File: src/rtl/aes_pkg.sv
// Shared AES datapath types: byte, row and row-index definitions.
package aes_pkg;

  localparam int AES_NB = 4;
  localparam int AES_ROW_IDX_W = $clog2(AES_NB);

  typedef logic [7:0] byte_t;
  typedef byte_t [AES_NB-1:0] row_t;
  typedef logic [AES_ROW_IDX_W-1:0] row_idx_t;

  // Index width for an N-row counter; never narrower than one bit.
  function automatic int idx_width(input int n);
    return (n > 1) ? $clog2(n) : 1;
  endfunction

endpackage

File: src/rtl/enc_row_rotator.sv
// Combinational N-byte left rotate by a variable byte amount.
// Output byte j takes input byte (j + amt) mod N; one mux per output byte.
module enc_row_rotator
  import aes_pkg::*;
#(
  parameter int N  = AES_NB,
  parameter int W  = $bits(byte_t),
  parameter int CW = idx_width(N)
) (
  input  logic [N-1:0][W-1:0] row_i,
  input  logic [CW-1:0]       amt_i,
  output logic [N-1:0][W-1:0] row_o
);

  // Per output byte, select the source byte addressed by the rotate amount.
  always_comb begin
    for (int j = 0; j < N; j++) begin
      row_o[j] = row_i[j];
      for (int k = 1; k < N; k++) begin
        if (amt_i == CW'(k)) begin
          row_o[j] = row_i[(j + k) % N];
        end
      end
    end
  end

endmodule

File: src/rtl/enc_shifter.sv
// AES ShiftRows stage, one row per write. Rows are rotated left by their
// index within the state; done pulses alongside the last row of each state.
module enc_shifter
  import aes_pkg::*;
#(
  parameter int N = AES_NB,
  parameter int W = $bits(byte_t)
) (
  input  logic               clk,
  input  logic               resetn,   // active-high despite the name
  input  logic               wr_en,
  input  logic [N-1:0][W-1:0] inp,
  output logic [N-1:0][W-1:0] outp,
  output logic               done
);

  localparam int CW = idx_width(N);
  localparam logic [CW-1:0] LAST_ROW = CW'(N - 1);

  logic [N-1:0][W-1:0] outp_q, outp_d;
  logic [CW-1:0]       row_cnt_q, row_cnt_d;
  logic                done_q, done_d;
  logic [N-1:0][W-1:0] rot_row;

  enc_row_rotator #(
    .N  (N),
    .W  (W),
    .CW (CW)
  ) u_rotator (
    .row_i (inp),
    .amt_i (row_cnt_q),
    .row_o (rot_row)
  );

  // Next-state: a write loads the rotated row and advances the row counter;
  // otherwise output and counter hold and done drops.
  always_comb begin
    outp_d    = outp_q;
    row_cnt_d = row_cnt_q;
    done_d    = 1'b0;
    if (wr_en) begin
      outp_d    = rot_row;
      done_d    = (row_cnt_q == LAST_ROW);
      row_cnt_d = (row_cnt_q == LAST_ROW) ? '0 : row_cnt_q + CW'(1);
    end
  end

  // State registers; reset wins over a simultaneous write and restarts at row 0.
  always_ff @(posedge clk) begin
    if (resetn) begin
      outp_q    <= '0;
      row_cnt_q <= '0;
      done_q    <= 1'b0;
    end else begin
      outp_q    <= outp_d;
      row_cnt_q <= row_cnt_d;
      done_q    <= done_d;
    end
  end

  assign outp = outp_q;
  assign done = done_q;

endmodule

File: config.mk
export PLATFORM = sky130hd
export DESIGN_NAME = enc_shifter
export DESIGN_NICKNAME = d
export VERILOG_FILES = /design/src/rtl/aes_pkg.sv /design/src/rtl/enc_row_rotator.sv /design/src/rtl/enc_shifter.sv
export SDC_FILE = /design/constraint.sdc
export NUM_CORES = 1
export LEC_CHECK = 0
export ABC_AREA = 1
export BUFFER_PORTS_ARGS = -buffer_cell sky130_fd_sc_hd__buf_2
export CAP_MARGIN = 20
export CORE_MARGIN = 10
export CORE_UTILIZATION = 55
export DETAILED_ROUTE_END_ITERATION = 8
export PLACE_DENSITY = 0.83
export SYNTH_ARGS = -nofsm -noshare
export SYNTH_HDL_FRONTEND = slang
export SYNTH_SLANG_ARGS = --single-unit
File: constraint.sdc
create_clock -name clk -period 4.1 [get_ports clk]
set_clock_uncertainty 0.15 [all_clocks]
set_input_delay 0.41 -clock clk [delete_from_list [all_inputs] [get_ports clk]]
set_output_delay 0.41 -clock clk [all_outputs]
set_load 0.005 [all_outputs]
# Word level (Yosys, flattened, before mapping)
# Index checks and enable logic that the tools add are counted.
# word_totals
reg_bits	35
inputBits	35
wordCells	25
# op_classes
add_sub_neg	1
n_eq_ne	3
muxes	13
n_bitwise	1
reduce_logical	1
# op_table
op	n
8-bit two-way mux	12
2-bit equality test, second input constant	2
2-bit by 1-bit adder with 2-bit output, second input constant	1
2-bit by 1-bit equality test with 1-bit output, second input constant	1
2-bit two-way mux	1
2-bit OR reduction	1
1-bit NOT	1

# Longest topological paths before layout
# Gate-level depths: netlist of the first run.
# logic_depth
word_depth	4
mapped_depth	9
mapped_depth_nobuf	7

# Modules after synthesis
# From an unflattened synthesis of the first run, not the netlist that was laid out.
# unflattened
cells_unflattened	403
area_unflattened_um2	2372.3
# modules_own_cells
mod	n_inst	cells_each	area_per_inst_um2	seq_area_each_um2
enc_shifter	1	154	1266.2	700.7
enc_row_rotator	1	249	1106.1	0.0

# Worst setup path before layout of the first run
# OpenSTA, ideal clock, no wires.
# synth_path
path_type	register to register
start	register row_cnt_q[0]
end	register outp_q (netlist bit outp[0])
setup_time_ns	0.125
arrival_ns	1.224
required_time_ns	3.825
slack_ns	2.601
path_stages_with_launch	8
path_cell_list	dfxtp_1 -> inv_1 -> ha_1 -> inv_2 -> clkbuf_1 -> nand3_1 -> nand2_1 -> a21oi_2
# synth_between
elab_chain_cells	4
word_cells_on_any_way	6
classes_between	3 x eq/ne; 3 x mux
# synth_rtl
item	line_no	rtl
from (decl)	enc_shifter.sv:21	logic [CW-1:0] row_cnt_q, row_cnt_d;
from (signal assigned)	enc_shifter.sv:56	row_cnt_q <= row_cnt_d;
2-bit by 1-bit equality test with 1-bit output	enc_row_rotator.sv:20	if (amt_i == CW'(k)) begin
8-bit two-way mux (2 in series)	enc_row_rotator.sv:20	
8-bit two-way mux *	enc_row_rotator.sv:20	
to (signal assigned)	enc_shifter.sv:55	outp_q <= outp_d;
to (decl)	enc_shifter.sv:20	logic [N-1:0][W-1:0] outp_q, outp_d;
# Mark *: on every way between the ends. The rest lies on a longest branch, timed or not.
# A chain may end at the register's enable or synchronous reset.

# Final worst setup path of the first run
# layout_path
start	register row_cnt_q[1]
end	register outp_q (netlist bit outp[6])
# Same word-level chain as after synthesis.

==> reports/qor.csv, run 1 <==
stage;metric;value;unit
critical_path;ff2ff_setup_slack;1.82;ns
drt;drt_iter0_drc;247;
critical_path;crit_slowest_cell;ha_1;
global_routing;grt_max_degree;65;
timing;finalSetupTns;0;ns
finish;multi_input_area;0.00152;mm²
critical_path;crit_path_max_fanout;25;
min_path;min_path_cells;5;
synthesis;synthTopCellsByArea;dfxtp_1, nand2_1, nand3_1;
critical_path;slowest_delay;0.73;ns
timing;slew_viol_final;0;
critical_path;cp.required;4.10;ns
finish;layout.nets;518;
critical_path;path_class;reg2reg;
min_path;hp-start;inp[21];
critical_path;worstPathArrival;2.27;ns
synthesis;muxShareOfSynthArea;0;
timing;relSlewSlack;0.356;
clock_tree;clk_latency;0.29;ns
die;die_h;88.4;µm
power_and_ir_drop;leakage;1.50;nW
timing;finalSetupViolCount;0;
finish;layout-drive-gt1-share;0.244;
drt;ant_nets;0;
critical_path;cpMostUsedCell;nand2_1;
timing;rsz0062_at_grt;no;
placed_design;place_hpwl;5080;µm
synthesis;ys_ff_latch;35;
synthesis;synthSimpleGateAreaFrac;0.460;
critical_path;timing.rr.end;outp[6];
critical_path;critPathLaunchType;flop;
timing;min_period_over_period;0.555;
power_and_ir_drop;power.density;328;mW/mm²
synthesis;synth_compound_area_frac;0.111;
synthesis;avgSynthCellArea;5.92;µm²
timing;fin_crit;2.28;ns
synthesis;syn_nets;473;
drt;detail_route.vias_per_cell;5.41;
status;status;complete, no violations;
critical_path;r2r_start;row_cnt_q[1];
finish;layout_commonest_cell;nand2_1;
synthesis;synth_area_leader_cell;dfxtp_1;
finish;final_cell_mix;nand2_1, buf_2, nor2_1, nand3_1, dfxtp_1;
synthesis;ys_seq_area_frac;0.273;
critical_path;endpoint_kind;flop;
finish;fill_cells;431;
timing;max_freq;0.439;GHz
critical_path;worstPathBufferInverterCount;2;
flow_run;maxCapViolations;0;
critical_path;cp_cell_sequence;inv_1 -> ha_1 -> inv_2 -> nand2_1 -> nand3_1 -> nand2_1 -> a21oi_2;
die;initial_core_util;0.578;
synthesis;synthXorXnorAreaFrac;0;
clock_tree;post_cts_buffers;0;
clock_tree;cts-hold-fix-buffers;0;
synthesis;yosysWarnings;0;
timing;finalHoldViolCount;0;
clock_tree;h-tree-depth;2;
power_and_ir_drop;peakVddDrop;0.176;mV
global_routing;grt_pass1_wl;12600;µm
finish;diodes;0;
min_path;hold_end;outp[29];
synthesis;synth_top_family_by_area;simple AND/OR/NAND/NOR gates;
global_routing;antenna_found_initial;0;
synthesis;synth_top_area_share;0.273;
drt;num_vias;2880;
die;io_pins;68;
critical_path;reg2reg_depth;7;
global_routing;grt_pass1_vias;2686;
synthesis;synthAdderAreaFrac;0.0195;
global_routing;grt_overflow;0;
die;die_x;88.4;µm
die;design.die.area;0.00781;mm²
drt;routed_wl;7520;µm
placed_design;dpl_cell_area;0.00277;mm²
placed_design;io_buffers;67;
clock_tree;clk_pin_slew;0.07;ns
critical_path;cpLargestDelayFamily;adder cells;
clock_tree;root_buffer;clkbuf_8;
finish;syn2layout_area_growth;11.8;%
drt;drc;0;
clock_tree;cts_buffer_depth;2;
clock_tree;post_cts_resized;0;
min_path;min_path_type;in2reg;
synthesis;synth_cells;434;
finish;fin_area;0.00287;mm²
clock_tree;cts_tree;built;
finish;register_area;701;µm²
drt;drt-wirelength-per-cell;14.1;µm
synthesis;ys_types;18;
clock_tree;cts_made_buffers;5;
placed_design;gp_congestion;0.855;
die;num_rows;24;
timing;worstMarginPinSlew;0.965;ns
synthesis;syn_area;0.00257;mm²
drt;dr.pass1.iters;7;
clock_tree;cts_num_sinks;35;
die;core_area;0.00444;mm²
global_routing;grtUsageTotal;0.198;
==> state kept, by name, indices dropped and copies added, names as in the netlist <==
signal	flops
done	1
outp	32
row_cnt_q	2
==> layout make-up <==
type,count,area share
clock buffers,8,0.0348
well taps,52,0.0226
flip-flops and latches,35,0.244
inverters,39,0.0514
repair buffers,68,0.119
multi-input cells,330,0.528
==> where the power goes <==
| group | switching (mW) | leakage [nW] | total, mW | internal (mW) |
|---|---|---|---|---|
| sequential | 0.0157 | 0.289 | 0.386 | 0.370 |
| combinational | 0.171 | 1.16 | 0.270 | 0.0992 |
| clock | 0.133 | 0.0515 | 0.286 | 0.153 |
| total | 0.319 | 1.50 | 0.942 | 0.623 |
==> worst max path at each step <==
stage / startpoint / endpoint / slack (ns) / cells after the start
floorplan: row_cnt_q[0] / outp[0] / 2.60 / 7
global placement: row_cnt_q[1] / outp[5] / 1.96 / 7
detailed placement: row_cnt_q[1] / outp[5] / 1.89 / 7
CTS: row_cnt_q[1] / outp[5] / 1.86 / 7
global route: row_cnt_q[1] / outp[1] / 1.64 / 7
finish: row_cnt_q[1] / outp[6] / 1.82 / 7
==> synthesized netlist by cell type (all sizes together) <==
| cell | number |
|---|---|
| a211oi | 1 |
| a21oi | 33 |
| buf | 28 |
| clkbuf | 2 |
| clkinv | 1 |
| dfxtp | 35 |
| ha | 4 |
| inv | 38 |
| nand2 | 161 |
| nand3 | 64 |
| nor2 | 65 |
| nor3 | 1 |
| o21bai | 1 |
==> worst min-delay path: stages <==
cell,delay [ns]
buf_2,0.12
nand3_1,0.08
nand2_1,0.05
inv_1,0.04
a21oi_1,0.05
==> metal layers <==
layer / GRT usage / routed length (µm)
met1: 0.233 / 2970
met5: 0 / 0
met2: 0.334 / 3600
met3: 0.0597 / 797
met4: 0.0705 / 159
==> stage by stage <==
| stage | hold slack [ns] | setup WS (ns) | utilization | power, mW | std cells |
|---|---|---|---|---|---|
| CTS | 0.348 | 1.86 | 0.646 | 0.944 | 532 |
| finish | 0.348 | 1.82 | 0.646 | 0.942 | 532 |
| detailed placement | 0.370 | 1.89 | 0.624 | 0.662 | 524 |
| floorplan | 0.337 | 2.60 | - | 0.583 | 434 |
| global placement | 0.351 | 1.96 | 0.624 | 0.655 | 524 |
| global route | 0.367 | 1.64 | 0.646 | 1.00 | 532 |
==> kinds of logic after synthesis <==
kind of cell	Yosys count
and+or+nand+nor	291
buffers and inverters	69
AOI/OAI and AO/OA	35
DFF	35
adders and majority gates	4
Power figures use the tool's default switching activity.
==> inputs of run 2 (changes only) <==
--- a/config.mk
+++ b/config.mk
@@ -5,13 +5,13 @@
 export SDC_FILE = /design/constraint.sdc
 export NUM_CORES = 1
 export LEC_CHECK = 0
-export ABC_AREA = 1
+export ABC_AREA = 0
 export BUFFER_PORTS_ARGS = -buffer_cell sky130_fd_sc_hd__buf_2
 export CAP_MARGIN = 20
 export CORE_MARGIN = 10
-export CORE_UTILIZATION = 55
+export CORE_UTILIZATION = 47
 export DETAILED_ROUTE_END_ITERATION = 8
-export PLACE_DENSITY = 0.83
+export PLACE_DENSITY = 0.76
 export SYNTH_ARGS = -nofsm -noshare
 export SYNTH_HDL_FRONTEND = slang
 export SYNTH_SLANG_ARGS = --single-unit
==> constraint.sdc (replaced) <==
create_clock -name clk -period 1.95 [get_ports clk]
set_clock_uncertainty 0.15 [all_clocks]
set_input_delay 0.195 -clock clk [delete_from_list [all_inputs] [get_ports clk]]
set_output_delay 0.195 -clock clk [all_outputs]
set_load 0.005 [all_outputs]
==> reports/qor.csv, run 2 <==
stage;metric;value;unit
finish;fin_area;0.00285;mm²
clock_tree;cts_tree;built;
drt;drt-wirelength-per-cell;17.0;µm
clock_tree;cts-hold-fix-buffers;0;
synthesis;synth_cells;232;
critical_path;crit_path_max_fanout;8;
synthesis;synth_compound_area_frac;0.234;
synthesis;ys_dominant_reg_cell;dfxtp_1;
drt;drc;0;
synthesis;synth_edf_count;0;
timing;finalWorstSetupSlack;0.105;ns
critical_path;worstPathArrival;1.85;ns
placed_design;io_buffers;67;
drt;drt_iter0_drc;80;
clock_tree;h-tree-depth;2;
finish;diodes;0;
synthesis;synth_top_area_share;0.293;
drt;dr.pass1.iters;4;
critical_path;r2r_start;row_cnt_q[0];
die;initial_core_util;0.497;
timing;relSlewSlack;0.628;
placed_design;place_hpwl;4390;µm
finish;largest_register_ffs;32;
synthesis;avgSynthCellArea;10.3;µm²
timing;finalSetupViolCount;0;
finish;fill_cells;449;
clock_tree;clk_pin_slew;0.07;ns
clock_tree;cts_made_buffers;5;
synthesis;syn_area;0.00239;mm²
power_and_ir_drop;leakage;1.18;nW
die;die_x;91.4;µm
synthesis;ys_types;19;
timing;worstMarginPinSlew;0.558;ns
clock_tree;cts_buffer_depth;2;
placed_design;preCtsSetupSlack;0.133;ns
clock_tree;root_buffer;clkbuf_8;
critical_path;path_class;reg2reg;
finish;layout.nets;333;
critical_path;startpoint;row_cnt_q[0];
drt;ant_nets;0;
min_path;min_path_type;in2reg;
timing;rsz0062_at_grt;no;
die;num_rows;25;
placed_design;gp_congestion;0.782;
timing;min_period_over_period;0.946;
die;core_area;0.00482;mm²
finish;layout-drive-gt1-share;0.395;
drt;routed_wl;6140;µm
clock_tree;clk_latency;0.29;ns
flow_run;maxCapViolations;0;
global_routing;antenna_found_initial;0;
synthesis;synth_top_family_by_area;multiplexers;
synthesis;muxShareOfSynthArea;0.289;
timing;fin_crit;1.85;ns
global_routing;grt_pass1_vias;2097;
finish;layout_commonest_cell;buf_2;
synthesis;async_flop_share;0;
global_routing;grtUsageTotal;0.147;
critical_path;endpoint_kind;flop;
critical_path;critPathLaunchType;flop;
drt;detail_route.vias_per_cell;5.43;
clock_tree;post_cts_resized;0;
global_routing;grt_overflow;0;
critical_path;worstSetupEndpoint;outp[13];
die;io_pins;68;
clock_tree;post_cts_buffers;0;
synthesis;yosysWarnings;0;
synthesis;synthSimpleGateAreaFrac;0.0983;
critical_path;cp.required;1.96;ns
placed_design;dpl_cell_area;0.00275;mm²
critical_path;ff2ff_setup_slack;0.10;ns
synthesis;synthAdderAreaFrac;0.0209;
timing;finalHoldViolCount;0;
global_routing;grt_pass1_wl;10500;µm
global_routing;top_usage_layer;met2;
critical_path;timing.rr.end;outp[13];
synthesis;synthXorXnorAreaFrac;0;
synthesis;synth_commonest_cells;dfxtp_1, mux2i_1, mux2_1, nor2b_1, o22ai_2;
global_routing;grtUsageMet2;0.258;
critical_path;reg2reg_depth;4;
global_routing;grt_max_degree;36;
drt;num_vias;1962;
synthesis;synthTopCellsByArea;dfxtp_1, o22ai_2, mux2_1;
timing;holdWs;0.0843;ns
clock_tree;cts_num_sinks;35;
synthesis;yosysMostFrequentCell;dfxtp_1;
power_and_ir_drop;power.density;703;mW/mm²
timing;finalSetupTns;0;ns
finish;syn2layout_area_growth;19.1;%
power_and_ir_drop;peakVddDrop;0.351;mV
timing;max_freq;0.542;GHz
finish;final_cell_mix;buf_2, dfxtp_1, mux2i_1, nor2b_1, mux2_1;
timing;slew_viol_final;0;
status;status;complete, no violations;
global_routing;met3_usage;0.0510;
synthesis;ys_seq_area_frac;0.293;
synthesis;syn_nets;271;
die;design.die.area;0.00835;mm²
synthesis;ys_ff_latch;35;
synthesis;synth_area_leader_cell;dfxtp_1;
global_routing;gr-usage-met1;0.169;
die;die_h;91.4;µm
-- run 2: cell types whose count changed in the layout (fill, tap and decap cells not counted), sizes merged, moves of 32 or more --
cell / previous run / this run
nor2: 65 / 3
mux2: 0 / 32
nand2: 161 / 0
mux2i: 0 / 33
nand3: 64 / 0
nor2b: 0 / 32
inv: 38 / 2
o22ai: 0 / 32
-- run 2: where the power goes --
part,internal [mW],switching (mW)
clock,0.375,0.266
combinational,0.275,0.276
sequential,0.780,0.0306
-- run 2: kinds of logic after synthesis --
| logic type | count (synthesis) |
|---|---|
| DFF | 35 |
| and+or+nand+nor | 38 |
| AOI/OAI and AO/OA | 65 |
| adders and majority gates | 4 |
| muxes | 65 |
| buffers and inverters | 25 |
-- run 2: metrics by stage --
step           cells   util  power, mW
4_1_cts          361  0.592       2.02
3_5_place_dp     354  0.571       1.38
2_1_floorplan    232      -       1.21
6_report         361  0.592       2.00
5_1_grt          361  0.592       2.11
3_3_place_gp     354  0.571       1.37
-- run 2: area by class of cell --
class	count	area, µm²	share of cell area
multi-input cells	172	1540	0.540
flip-flops and latches	35	701	0.246
repair buffers	78	418	0.147
well taps	67	83.8	0.0294
clock buffers	6	72.6	0.0254
clock inverters	1	30.0	0.0105
inverters	2	7.51	0.00263
-- run 2: how the worst min path moves through the flow --
stage                 start            to  slack [ns]  cells after the start
3_3_place_gp   row_cnt_q[1]  row_cnt_q[1]        0.37                      2
6_report            inp[24]       outp[8]        0.08                      3
2_1_floorplan       inp[10]      outp[26]        0.22                      2
4_1_cts             inp[10]      outp[26]        0.08                      3
5_1_grt             inp[10]      outp[26]        0.08                      3
3_5_place_dp        inp[28]      outp[12]        0.38                      3
-- run 2: per-layer routing --
metal	vias to the layer above	routed length, µm
met2	43	2990
met5	-	0
met3	5	374
met1	945	2730
li1	969	-
met4	0	51
-- run 2: worst max-delay path, cell delays in order (launching register included) --
cell     delay (ns)
dfxtp_1        0.43
ha_1           0.48
mux2_1         0.36
mux2i_1        0.18
o22ai_2        0.10
